===== config.mk =====
export PLATFORM = sky130hd
export DESIGN_NAME = pdp11_inst_encoder_flat
export DESIGN_NICKNAME = d
export VERILOG_FILES = /design/src/rtl/pdp11_inst_encoder_pkg.sv /design/src/rtl/pdp11_inst_encoder_if.sv /design/src/rtl/pdp11_opcode_rom.sv /design/src/rtl/pdp11_inst_encoder.sv /design/src/flat_wrapper.sv
export SDC_FILE = /design/constraint.sdc
export NUM_CORES = 1
export LEC_CHECK = 0
export ABC_AREA = 0
export BUFFER_PORTS_ARGS = -buffer_cell sky130_fd_sc_hd__buf_2
export CAP_MARGIN = 20
export CORE_MARGIN = 5
export CORE_UTILIZATION = 54
export CTS_CLUSTER_DIAMETER = 150
export DETAILED_ROUTE_END_ITERATION = 7
export GPL_TIMING_DRIVEN = 0
export MAX_ROUTING_LAYER = met4
export PLACE_DENSITY_LB_ADDON = 0.1
export SLEW_MARGIN = 20
export SYNTH_ARGS = -nofsm -noshare
export SYNTH_HDL_FRONTEND = slang
export SYNTH_HIERARCHICAL = 1
export SYNTH_SLANG_ARGS = --single-unit

===== constraint.sdc =====
create_clock -name clk -period 2 [get_ports clk]
set_input_delay 0.1 -clock clk [delete_from_list [all_inputs] [get_ports clk]]
set_output_delay 0.1 -clock clk [all_outputs]
set_load 0.02 [all_outputs]

===== src/rtl/pdp11_inst_encoder_pkg.sv =====
`default_nettype none
// ============================================================================
// Module   : pdp11_inst_encoder_pkg
// Purpose  : Shared types, octal base opcodes and the extension-word rule
//            for the PDP-11/20 instruction encoder.
// Revision : 1.0 - initial release
// ============================================================================
package pdp11_inst_encoder_pkg;

    localparam int WORD_SIZE = 16;

    typedef logic [2:0] mode_t;
    typedef logic [2:0] reg_t;

    // Symbolic mnemonics; 65 entries, so values 65..127 are out of range
    typedef enum logic [6:0] {
        MOV, CMP, BIT, BIC, BIS, ADD, SUB,
        MOVB, CMPB, BITB, BICB, BISB,
        BR, BNE, BEQ, BGE, BLT, BGT, BLE,
        BPL, BMI, BHI, BLOS, BVC, BVS, BCC, BCS,
        CLR, COM, INC, DEC, NEG, ADC, SBC, TST, ROR, ROL, ASR, ASL,
        CLRB, COMB, INCB, DECB, NEGB, ADCB, SBCB, TSTB, RORB, ROLB, ASRB, ASLB,
        JSR, RTS, JMP, SWAB,
        HALT, NOP, CLC, CLV, CLZ, CLN, SEC, SEV, SEZ, SEN
    } opcode_mnemonic;

    typedef enum logic [1:0] {
        INSTR   = 2'd0,
        SRC_EXT = 2'd1,
        DST_EXT = 2'd2
    } enc_kind_t;

    // How the captured operand fields are merged into the base word
    typedef enum logic [2:0] {
        CLS_DOP, CLS_BR, CLS_SOP, CLS_JSR, CLS_RTS, CLS_JMP, CLS_SWAB, CLS_FIXED
    } op_class_t;

    localparam logic [15:0] OP_BYTE = 16'o100000;
    localparam logic [15:0] OP_MOV  = 16'o010000, OP_CMP  = 16'o020000,
                            OP_BIT  = 16'o030000, OP_BIC  = 16'o040000,
                            OP_BIS  = 16'o050000, OP_ADD  = 16'o060000,
                            OP_SUB  = 16'o160000;
    localparam logic [15:0] OP_BR   = 16'o000400, OP_BNE  = 16'o001000,
                            OP_BEQ  = 16'o001400, OP_BGE  = 16'o002000,
                            OP_BLT  = 16'o002400, OP_BGT  = 16'o003000,
                            OP_BLE  = 16'o003400, OP_BPL  = 16'o100000,
                            OP_BMI  = 16'o100400, OP_BHI  = 16'o101000,
                            OP_BLOS = 16'o101400, OP_BVC  = 16'o102000,
                            OP_BVS  = 16'o102400, OP_BCC  = 16'o103000,
                            OP_BCS  = 16'o103400;
    localparam logic [15:0] OP_CLR  = 16'o005000, OP_COM  = 16'o005100,
                            OP_INC  = 16'o005200, OP_DEC  = 16'o005300,
                            OP_NEG  = 16'o005400, OP_ADC  = 16'o005500,
                            OP_SBC  = 16'o005600, OP_TST  = 16'o005700,
                            OP_ROR  = 16'o006000, OP_ROL  = 16'o006100,
                            OP_ASR  = 16'o006200, OP_ASL  = 16'o006300;
    localparam logic [15:0] OP_JSR  = 16'o004000, OP_RTS  = 16'o000200,
                            OP_JMP  = 16'o000100, OP_SWAB = 16'o000300;
    localparam logic [15:0] OP_HALT = 16'o000000, OP_NOP  = 16'o000240,
                            OP_CLC  = 16'o000241, OP_CLV  = 16'o000242,
                            OP_CLZ  = 16'o000244, OP_CLN  = 16'o000250,
                            OP_SEC  = 16'o000261, OP_SEV  = 16'o000262,
                            OP_SEZ  = 16'o000264, OP_SEN  = 16'o000270;

    // Index/deferred-index modes always carry a word; autoincrement through
    // the PC is immediate (mode 2) or absolute (mode 3) and carries one too.
    function automatic logic need_ext(mode_t mode, reg_t rg);
        return (mode == 3'd6) || (mode == 3'd7) ||
               (((mode == 3'd2) || (mode == 3'd3)) && (rg == 3'd7));
    endfunction

endpackage
`default_nettype wire


===== src/rtl/pdp11_inst_encoder_if.sv =====
`default_nettype none
// ============================================================================
// Module   : pdp11_inst_encoder_if
// Purpose  : Request and output-stream handshake bundle of the encoder.
//            master = requester/consumer, slave = encoder.
// Revision : 1.0 - initial release
// ============================================================================
interface pdp11_inst_encoder_if
    import pdp11_inst_encoder_pkg::*;
#(
    parameter int WORD_W = 16
) ();
    logic                in_valid;
    logic                in_ready;
    opcode_mnemonic      in_mnem;
    logic [2:0]          in_smod;
    logic [2:0]          in_sreg;
    logic [2:0]          in_dmod;
    logic [2:0]          in_dreg;
    logic [7:0]          in_ofst;
    logic [15:0]         in_sx;
    logic [15:0]         in_dx;
    logic                out_valid;
    logic                out_ready;
    logic [WORD_W-1:0]   out_word;
    enc_kind_t           out_kind;
    logic                out_last;
    logic                err;

    modport master (
        output in_valid, in_mnem, in_smod, in_sreg, in_dmod, in_dreg,
               in_ofst, in_sx, in_dx, out_ready,
        input  in_ready, out_valid, out_word, out_kind, out_last, err
    );

    modport slave (
        input  in_valid, in_mnem, in_smod, in_sreg, in_dmod, in_dreg,
               in_ofst, in_sx, in_dx, out_ready,
        output in_ready, out_valid, out_word, out_kind, out_last, err
    );
endinterface
`default_nettype wire


===== src/rtl/pdp11_opcode_rom.sv =====
`default_nettype none
// ============================================================================
// Module   : pdp11_opcode_rom
// Purpose  : Combinational map from mnemonic to base word and operand class.
//            known = 0 flags an out-of-range mnemonic value.
// Revision : 1.0 - initial release
// ============================================================================
module pdp11_opcode_rom
    import pdp11_inst_encoder_pkg::*;
(
    input  opcode_mnemonic mnem,
    output logic [15:0]    base,
    output op_class_t      cls,
    output logic           known
);

    // Base word per mnemonic; byte forms set bit 15 on the word form
    always_comb begin
        base  = OP_HALT;
        known = 1'b1;
        case (mnem)
            MOV:  base = OP_MOV;            CMP:  base = OP_CMP;
            BIT:  base = OP_BIT;            BIC:  base = OP_BIC;
            BIS:  base = OP_BIS;            ADD:  base = OP_ADD;
            SUB:  base = OP_SUB;
            MOVB: base = OP_MOV | OP_BYTE;  CMPB: base = OP_CMP | OP_BYTE;
            BITB: base = OP_BIT | OP_BYTE;  BICB: base = OP_BIC | OP_BYTE;
            BISB: base = OP_BIS | OP_BYTE;
            BR:   base = OP_BR;             BNE:  base = OP_BNE;
            BEQ:  base = OP_BEQ;            BGE:  base = OP_BGE;
            BLT:  base = OP_BLT;            BGT:  base = OP_BGT;
            BLE:  base = OP_BLE;            BPL:  base = OP_BPL;
            BMI:  base = OP_BMI;            BHI:  base = OP_BHI;
            BLOS: base = OP_BLOS;           BVC:  base = OP_BVC;
            BVS:  base = OP_BVS;            BCC:  base = OP_BCC;
            BCS:  base = OP_BCS;
            CLR:  base = OP_CLR;            COM:  base = OP_COM;
            INC:  base = OP_INC;            DEC:  base = OP_DEC;
            NEG:  base = OP_NEG;            ADC:  base = OP_ADC;
            SBC:  base = OP_SBC;            TST:  base = OP_TST;
            ROR:  base = OP_ROR;            ROL:  base = OP_ROL;
            ASR:  base = OP_ASR;            ASL:  base = OP_ASL;
            CLRB: base = OP_CLR | OP_BYTE;  COMB: base = OP_COM | OP_BYTE;
            INCB: base = OP_INC | OP_BYTE;  DECB: base = OP_DEC | OP_BYTE;
            NEGB: base = OP_NEG | OP_BYTE;  ADCB: base = OP_ADC | OP_BYTE;
            SBCB: base = OP_SBC | OP_BYTE;  TSTB: base = OP_TST | OP_BYTE;
            RORB: base = OP_ROR | OP_BYTE;  ROLB: base = OP_ROL | OP_BYTE;
            ASRB: base = OP_ASR | OP_BYTE;  ASLB: base = OP_ASL | OP_BYTE;
            JSR:  base = OP_JSR;            RTS:  base = OP_RTS;
            JMP:  base = OP_JMP;            SWAB: base = OP_SWAB;
            HALT: base = OP_HALT;           NOP:  base = OP_NOP;
            CLC:  base = OP_CLC;            CLV:  base = OP_CLV;
            CLZ:  base = OP_CLZ;            CLN:  base = OP_CLN;
            SEC:  base = OP_SEC;            SEV:  base = OP_SEV;
            SEZ:  base = OP_SEZ;            SEN:  base = OP_SEN;
            default: known = 1'b0;
        endcase
    end

    // Operand class selects which fields get merged into the base word
    always_comb begin
        cls = CLS_FIXED;
        case (mnem)
            MOV, CMP, BIT, BIC, BIS, ADD, SUB,
            MOVB, CMPB, BITB, BICB, BISB:                 cls = CLS_DOP;
            BR, BNE, BEQ, BGE, BLT, BGT, BLE,
            BPL, BMI, BHI, BLOS, BVC, BVS, BCC, BCS:      cls = CLS_BR;
            CLR, COM, INC, DEC, NEG, ADC, SBC, TST, ROR, ROL, ASR, ASL,
            CLRB, COMB, INCB, DECB, NEGB, ADCB, SBCB, TSTB,
            RORB, ROLB, ASRB, ASLB:                       cls = CLS_SOP;
            JSR:  cls = CLS_JSR;
            RTS:  cls = CLS_RTS;
            JMP:  cls = CLS_JMP;
            SWAB: cls = CLS_SWAB;
            default: cls = CLS_FIXED;
        endcase
    end

endmodule
`default_nettype wire


===== src/rtl/pdp11_inst_encoder.sv =====
`default_nettype none
// ============================================================================
// Module   : pdp11_inst_encoder
// Purpose  : Encodes one symbolic PDP-11/20 instruction per request into a
//            1-3 word machine-code stream (instruction, src ext, dst ext).
// Config   : PDP11_ENC_CHECK_EN - reject JMP/JSR with register destination
//            and out-of-range mnemonics, pulsing err instead of encoding.
// Revision : 1.0 - initial release
// ============================================================================
module pdp11_inst_encoder
    import pdp11_inst_encoder_pkg::*;
#(
    parameter int WORD_W         = 16,
    parameter int CHK_FIFO_DEPTH = 0
) (
    input  logic                clk,
    input  logic                reset_n,
    pdp11_inst_encoder_if.slave bus
);

    if (CHK_FIFO_DEPTH != 0) begin : g_no_fifo
        $error("CHK_FIFO_DEPTH is reserved and must be 0");
    end
    if (WORD_W != WORD_SIZE) begin : g_word_w
        $error("WORD_W must equal WORD_SIZE");
    end

    typedef enum logic [1:0] {S_IDLE, S_INSTR, S_SRCX, S_DSTX} state_t;

    state_t      state, next_state;
    logic [15:0] base_word, enc_word;
    op_class_t   op_cls;
    logic        mnem_known;
    logic        accept, illegal, take, out_hs, ext_s, ext_d;
    logic [15:0] cap_word, cap_sx, cap_dx;
    logic        cap_need_s, cap_need_d;

    pdp11_opcode_rom u_rom (
        .mnem  (bus.in_mnem),
        .base  (base_word),
        .cls   (op_cls),
        .known (mnem_known)
    );

    assign accept = bus.in_valid && (state == S_IDLE);
    assign take   = accept && !illegal;
    assign out_hs = bus.out_valid && bus.out_ready;
    assign ext_s  = (op_cls == CLS_DOP) && need_ext(bus.in_smod, bus.in_sreg);
    assign ext_d  = ((op_cls == CLS_DOP) || (op_cls == CLS_SOP) || (op_cls == CLS_JSR) ||
                     (op_cls == CLS_JMP) || (op_cls == CLS_SWAB)) &&
                    need_ext(bus.in_dmod, bus.in_dreg);

`ifdef PDP11_ENC_CHECK_EN
    logic err_q;
    assign illegal = !mnem_known ||
                     (((bus.in_mnem == JMP) || (bus.in_mnem == JSR)) && (bus.in_dmod == 3'd0));
    // One-cycle rejection pulse following an illegal request
    always_ff @(posedge clk or negedge reset_n) begin
        if (!reset_n) err_q <= 1'b0;
        else          err_q <= accept && illegal;
    end
    assign bus.err = err_q;
`else
    logic unused_known;
    assign unused_known = mnem_known;
    assign illegal      = 1'b0;
    assign bus.err      = 1'b0;
`endif

    // Merge operand fields into the base word; each field is truncated in place
    always_comb begin
        enc_word = base_word;
        case (op_cls)
            CLS_DOP:  enc_word = base_word | {4'b0, bus.in_smod, bus.in_sreg, bus.in_dmod, bus.in_dreg};
            CLS_BR:   enc_word = base_word | {8'b0, bus.in_ofst};
            CLS_SOP, CLS_JMP, CLS_SWAB:
                      enc_word = base_word | {10'b0, bus.in_dmod, bus.in_dreg};
            CLS_JSR:  enc_word = base_word | {7'b0, bus.in_sreg, bus.in_dmod, bus.in_dreg};
            CLS_RTS:  enc_word = base_word | {13'b0, bus.in_dreg};
            default:  enc_word = base_word;
        endcase
    end

    // State register
    always_ff @(posedge clk or negedge reset_n) begin
        if (!reset_n) state <= S_IDLE;
        else          state <= next_state;
    end

    // Capture the encoded word and extension words on acceptance
    always_ff @(posedge clk or negedge reset_n) begin
        if (!reset_n) begin
            cap_word   <= '0;
            cap_sx     <= '0;
            cap_dx     <= '0;
            cap_need_s <= 1'b0;
            cap_need_d <= 1'b0;
        end else if (take) begin
            cap_word   <= enc_word;
            cap_sx     <= bus.in_sx;
            cap_dx     <= bus.in_dx;
            cap_need_s <= ext_s;
            cap_need_d <= ext_d;
        end
    end

    // Next state and stream outputs; words advance only on handshake
    always_comb begin
        next_state    = state;
        bus.in_ready  = 1'b0;
        bus.out_valid = 1'b0;
        bus.out_word  = '0;
        bus.out_kind  = INSTR;
        bus.out_last  = 1'b0;
        case (state)
            S_IDLE: begin
                bus.in_ready = 1'b1;
                if (take) next_state = S_INSTR;
            end
            S_INSTR: begin
                bus.out_valid = 1'b1;
                bus.out_word  = cap_word;
                bus.out_last  = !cap_need_s && !cap_need_d;
                if (out_hs) next_state = cap_need_s ? S_SRCX : (cap_need_d ? S_DSTX : S_IDLE);
            end
            S_SRCX: begin
                bus.out_valid = 1'b1;
                bus.out_word  = cap_sx;
                bus.out_kind  = SRC_EXT;
                bus.out_last  = !cap_need_d;
                if (out_hs) next_state = cap_need_d ? S_DSTX : S_IDLE;
            end
            S_DSTX: begin
                bus.out_valid = 1'b1;
                bus.out_word  = cap_dx;
                bus.out_kind  = DST_EXT;
                bus.out_last  = 1'b1;
                if (out_hs) next_state = S_IDLE;
            end
            default: next_state = S_IDLE;
        endcase
    end

endmodule
`default_nettype wire


===== src/flat_wrapper.sv =====
// flat-port wrapper written by rule: the top's interface ports become plain ports
module pdp11_inst_encoder_flat import pdp11_inst_encoder_pkg::*;
#(
    parameter int WORD_W         = 16,
    parameter int CHK_FIFO_DEPTH = 0
)
  (clk, reset_n, bus_in_valid, bus_in_mnem, bus_in_smod, bus_in_sreg, bus_in_dmod, bus_in_dreg, bus_in_ofst, bus_in_sx, bus_in_dx, bus_out_ready, bus_in_ready, bus_out_valid, bus_out_word, bus_out_kind, bus_out_last, bus_err);
  pdp11_inst_encoder_if #(.WORD_W(WORD_W)) bus_i ();
  input  logic clk;
  input  logic reset_n;
  input wire logic [$bits(bus_i.in_valid)-1:0] bus_in_valid;
  input wire logic [$bits(bus_i.in_mnem)-1:0] bus_in_mnem;
  input wire logic [$bits(bus_i.in_smod)-1:0] bus_in_smod;
  input wire logic [$bits(bus_i.in_sreg)-1:0] bus_in_sreg;
  input wire logic [$bits(bus_i.in_dmod)-1:0] bus_in_dmod;
  input wire logic [$bits(bus_i.in_dreg)-1:0] bus_in_dreg;
  input wire logic [$bits(bus_i.in_ofst)-1:0] bus_in_ofst;
  input wire logic [$bits(bus_i.in_sx)-1:0] bus_in_sx;
  input wire logic [$bits(bus_i.in_dx)-1:0] bus_in_dx;
  input wire logic [$bits(bus_i.out_ready)-1:0] bus_out_ready;
  output wire logic [$bits(bus_i.in_ready)-1:0] bus_in_ready;
  output wire logic [$bits(bus_i.out_valid)-1:0] bus_out_valid;
  output wire logic [$bits(bus_i.out_word)-1:0] bus_out_word;
  output wire logic [$bits(bus_i.out_kind)-1:0] bus_out_kind;
  output wire logic [$bits(bus_i.out_last)-1:0] bus_out_last;
  output wire logic [$bits(bus_i.err)-1:0] bus_err;
  assign bus_i.in_valid = bus_in_valid;
  assign bus_i.in_mnem = bus_in_mnem;
  assign bus_i.in_smod = bus_in_smod;
  assign bus_i.in_sreg = bus_in_sreg;
  assign bus_i.in_dmod = bus_in_dmod;
  assign bus_i.in_dreg = bus_in_dreg;
  assign bus_i.in_ofst = bus_in_ofst;
  assign bus_i.in_sx = bus_in_sx;
  assign bus_i.in_dx = bus_in_dx;
  assign bus_i.out_ready = bus_out_ready;
  assign bus_in_ready = bus_i.in_ready;
  assign bus_out_valid = bus_i.out_valid;
  assign bus_out_word = bus_i.out_word;
  assign bus_out_kind = bus_i.out_kind;
  assign bus_out_last = bus_i.out_last;
  assign bus_err = bus_i.err;
  pdp11_inst_encoder #(.WORD_W(WORD_W), .CHK_FIFO_DEPTH(CHK_FIFO_DEPTH)) u_core (.clk(clk), .reset_n(reset_n), .bus(bus_i));
endmodule

## After elaboration in Yosys (flattened, before gate mapping)

Memory sizes are Yosys's and may differ from the RTL's.
Index checks and enable logic that the tools add are counted.

| word-level totals | value |
|---|---|
| flip-flop bits (word level) | 52 |
| memory bits (read-only) | 192 |
| input bits | 63 |
| output and inout bits | 22 |
| logic and storage cells | 138 |
| memories kept | 1 |

| cells by class | value |
|---|---|
| eq/ne operators | 86 |
| mux-type cells | 15 |
| bitwise operators | 5 |
| reduce and logical (&&, ||, !) cells | 25 |

Memory list:

| name | words | width | read ports | clocked after Yosys merged registers in | write ports | RTL line | text |
|---|---|---|---|---|---|---|---|
| (no name shown) | 64 | 3 | 1 | 0 | 0 | pdp11_opcode_rom.sv:63 | `case (mnem)` |

Operators with widths:

| cell | number |
|---|---|
| $pmux 16 s64 | 1 |
| $eq 7x6->1 const B | 31 |
| $eq 7x5->1 const B | 16 |
| $pmux 16 s5 | 1 |
| $eq 7x4->1 const B | 8 |
| $pmux 16 s3 | 1 |
| $eq 7x3->1 const B | 4 |
| $eq 3x3->1 const B | 9 |
| $eq 3x2->1 const B | 6 |
| $or 16x12->16 | 1 |
| $or 16x3->16 | 1 |
| $or 16x6->16 | 1 |
| $or 16x8->16 | 1 |
| $or 16x9->16 | 1 |
| $eq 7x2->1 const B | 2 |
| $mux 2 | 6 |
| $logic_or 1x1->1 | 10 |
| $ne 2x1->1 const B | 4 |
| $pmux 2 s4 | 1 |
| $eq 7x1->1 const B | 1 |
| $eq 7x7->1 const B | 1 |
| $logic_and 1x1->1 | 7 |
| $logic_not 7->1 | 1 |
| $reduce_or 3->1 | 2 |
| 11 further kinds | 14 |

## Longest topological paths before layout

An unclocked memory read counts as a cell.

| logic depth | value |
|---|---|
| depth in word-level cells | 8 |
| depth in mapped cells | 11 |
| mapped depth without buffers | 8 |

## By module

The synthesis kept the hierarchy.

By module, submodules not included:

| module | instances | cells each | area an instance (µm²) | seq. area each (µm²) |
|---|---|---|---|---|
| pdp11_inst_encoder | 1 | 311 | 2688.8 | 1301.2 |
| pdp11_opcode_rom | 1 | 139 | 830.8 | 0.0 |

## Worst setup path after synthesis

OpenSTA, ideal clock, no wires.

| timing | value |
|---|---|
| kind | input -> register |
| start point | in bus_in_mnem[3] |
| end point | reg u_core.cap_word[5] |
| arrival | 1997 ps |
| required time | 1872 ps |
| setup slack | -125 ps |
| stages on the path | 9 |
| cell sequence | buf_2 > buf_2 > buf_2 > buf_2 > o21ai_0 > o21ai_0 > or3b_2 > a21oi_1 > o41ai_1 |

| on the way | value |
|---|---|
| word-level cells in the longest chain between the ends | 5 |
| elaborated cells on any way between the ends | 81 |

RTL lines:

| element | RTL line | text |
|---|---|---|
| from (decl) | flat_wrapper.sv:12 | `input wire logic [$bits(bus_i.in_mnem)-1:0] bus_in_mnem;` |
| $mem_v2 64x3 * | n/a |  |
| $mux 3 * | pdp11_opcode_rom.sv:63 |  |
| named net u_core.op_cls[0] | pdp11_inst_encoder.sv:32 | `op_class_t op_cls;` |
| $eq 3x3->1 / $eq 3x2->1 (equally long branches) | pdp11_inst_encoder.sv:73 | `case (op_cls)` |
| $reduce_or 3->1 | pdp11_inst_encoder.sv:73 |  |
| $pmux 16 s5 * | pdp11_inst_encoder.sv:73 |  |
| to (signal assigned) | pdp11_inst_encoder.sv:99 | `cap_word <= enc_word;` |
| to (decl) | pdp11_inst_encoder.sv:35 | `logic [15:0] cap_word, cap_sx, cap_dx;` |

The timed path passes the listed nets; every way through them passes the cells marked *.
A chain may end at the register's enable or synchronous reset.

## Worst setup path in the final report

| timing | value |
|---|---|
| start point | reg u_core.state[1] |
| end point | out bus_out_word[1] |

| on the way | value |
|---|---|
| word-level cells in the longest chain between the ends | 2 |
| elaborated cells on any way between the ends | 4 |

RTL lines:

| element | RTL line | text |
|---|---|---|
| from (decl) | pdp11_inst_encoder.sv:30 | `state_t state, next_state;` |
| from (signal assigned) | pdp11_inst_encoder.sv:87 | `else state <= next_state;` |
| $eq 2x2->1 / $eq 2x1->1 (equally long branches) | pdp11_inst_encoder.sv:115 | `case (state)` |
| $pmux 16 s3 * | pdp11_inst_encoder.sv:115 |  |
| to (decl) | flat_wrapper.sv:23 | `output wire logic [$bits(bus_i.out_word)-1:0] bus_out_word;` |

Mark *: on every way between the ends. The rest lies on a longest branch, timed or not.

==> results.txt <==
----------------------------------------------------
[Outcome]
  Status ... finished, final reports clean

[Clock network]
  Number of buffers inserted during clock tree synthesis ... 5
  Root cell of the clock tree ... clkbuf_8
  Number of H-tree levels ... 2
  Maximum clock path buffer count ... 2
  Clock transition at the registers of the reported paths ... 0.10 ns
  Clock latency of the later-clocked register in the worst-skew pair ... 0.31 ns
  Sinks on the clock net ... 52
  TritonCTS clock tree ... built

[Placement]
  Instance area after placement ... about 4000 um2
  Count of buffers inserted at the top-level ports ... 81
  Final Wtd Congestion ... 0.935
  Worst slack at placement ... -0.450 ns
  HPWL reported at the end of detailed placement ... around 7700 um
  Number of cells after detailed placement ... 596

[GRT]
  Maximum number of pins on one net before global-route repair ... 53
  Vias in the first global route ... 3520
  Global-route wire length before repair ... 17500 um
  Number of antenna violations at the first check in global routing ... 0
  Overall Global Routing Usage ... 0.268
  Overflow left after global routing ... 0

[Worst hold path]
  Hold/Removal Path Class ... in -> reg

[Power and ir drop]
  Power spent charging and discharging nets ... 2.17 mW
  Largest voltage drop on the vdd net ... a little over 0.8 mV
  Proportion of power drawn by flip-flops and latches ... 0.366
  Combinational cell fraction of total power ... 0.513
  Total power per unit cell area ... ~1100 nW/um2
  Clk pwr share ... 0.121
  Leakage ... 2.19 nW
  Switching part of the total power ... 0.435
  Int Power ... 2.82 mW

[Die]
  Area of the die ... 8060 um2
  Width of the die ... ~90 um
  Initial cell density of the core ... 0.547
  Number of top-level pins ... 85
  Overall die height ... 89.8 um
  Core area ... 6280 um2
  Site row count ... 29

[Timing]
  Fraction of the cycle the final worst path needs ... 0.965
  Fin. Hold Viols ... 0
  Post-layout worst setup margin ... around 0.070 ns
  Max_slew headroom ... 0.566
  Tmin final ... 1.93 ns
  Least-Margin Pin Slew ... 0.650 ns
  Highest achievable clock rate ... 518 MHz
  Final setup violation count ... 0
  Number of max-slew violations in the final report ... 0
  Post-Route Skew ... 0.00868 ns
  Setup total negative slack ... 0 ns

[Cells and area]
  Antenna diode count ... 0
  Highest-count cells in the layout ignoring fill and taps ... nand2_1, buf_2, dfrtp_1, dlygate4sd3_1, nor2_1
  Post-layout net count ... 621
  Layout area overhead ... 28.1%
  Design Area, Final ... approximately 4400 um2
  Layout cell share with drive strength beyond 1 ... 0.265
  Most frequent standard cell in the layout excluding fill and tap cells ... nand2_1
  Filler cells ... 538
  Final instance count without filler cells ... 636

[Detailed routing]
  Via density per instance ... about 5.7
  Total number of vias ... 3647
  Routed WL per cell ... 16.8 um
  DRC Markers ... 0
  Iteration-0 DRC count of the detailed router ... between 200 and 250
  Antenna-violating nets left ... 0
  Total routed wirelength ... 10700 um
  Iteration count of the initial detailed-routing pass ... 6

[Run]
  Number of max-cap violations ... 0

[Synth]
  Avg Inst Size Synth ... 7.84 um2
  Number of standard cells after synthesis ... 438
  Synthesis warning total ... 6
  Syn Std Cell Area ... 3430 um2
  Post-synth net total ... 501

[Setup path]
  Maximum fanout along the worst path ... 10
  Kind of critical path ... reg -> out
  Worst setup SP type ... flop
  CP Data Required Time ... 1.90 ns
  Kind of capture point of the worst setup path ... primary output
  Data arrival time at the worst-slack endpoint ... ~1.8 ns

----------------------------------------------------
[worst max-delay path, stage by stage (launching register included)]
cell and delay, ns:
dfrtp_1 0.34, buf_2 0.19, clkbuf_4 0.27, mux2_2 0.39, a22o_1 0.18, buf_2 0.15
[final cells by class]
type,count,area (um2),area share
clock inverter,3,21.3,0.00484
inverter,7,26.3,0.00597
multi-input combinational,339,1930,0.438
sequential,52,1300,0.296
tap,77,96.3,0.0219
timing repair buffer,115,743,0.169
clock buffer,5,68.8,0.0156
buffer,38,214,0.0486
[routing by layer]
| layer | track usage | routed length (um) | share of wire | up-vias |
|---|---|---|---|---|
| met4 | 0.0730 | 211 | 0.020 | 0 |
| met3 | 0.0384 | 630 | 0.059 | 25 |
| met2 | 0.431 | 5130 | 0.48 | 149 |
| li1 | - | - | - | 1745 |
| met5 | - | 0 | 0 | - |
| met1 | 0.356 | 4720 | 0.44 | 1728 |
[per-stage QoR]
stage                     hold slack, ns  utilization  power (mW)
after floorplan                   -0.196            -        3.48
after global placement             0.290        0.627        4.17
after detailed placement           0.167        0.627        4.25
after CTS                         0.0120        0.695        4.92
after global routing              0.0272        0.701        5.31
final                            0.00948        0.701        4.99
[worst paths after layout]
kind,from,to,slack [ns],cells past startpoint
setup reg to reg,u_core/state[1],u_core/cap_sx[8],0.33,6
hold reg to reg,u_core/cap_word[15],u_core/cap_word[15],0.48,2
max in group asynchronous,reset_n,u_core/cap_word[6],1.18,2
hold / removal,bus_in_dx[5],u_core/cap_dx[5],0.009,3
min in group asynchronous,reset_n,u_core/cap_sx[12],0.38,2
setup / recovery,u_core/state[1],bus_out_word[1],0.07,5
[power by group through the flow]
stage | Sequential, mW | Combinational [mW] | Clock (mW)
floorplan | 1.71 | 1.77 | 0
global placement | 1.80 | 2.37 | 0
detailed placement | 1.83 | 2.41 | 0
CTS | 1.81 | 2.48 | 0.622
global route | 1.87 | 2.78 | 0.654
finish | 1.82 | 2.56 | 0.605
[flip-flops by register name (all words and copies together) (netlist names)]
| register | count |
|---|---|
| u_core/cap_dx | 16 |
| u_core/cap_need_d | 1 |
| u_core/cap_need_s | 1 |
| u_core/cap_sx | 16 |
| u_core/cap_word | 16 |
| u_core/state | 2 |
[what timing repair did]
| action | 4_1_cts | 5_1_grt |
|---|---|---|
| gates resized for setup | 5 | 9 |
| hold endpoints to repair | 83 | 0 |
| setup endpoints to repair | 21 | 27 |
| buffers inserted | 0 | 2 |
| pin swaps | 0 | 1 |
| hold buffers | 32 | 0 |
Note: power is estimated with default switching activity, not from simulation.
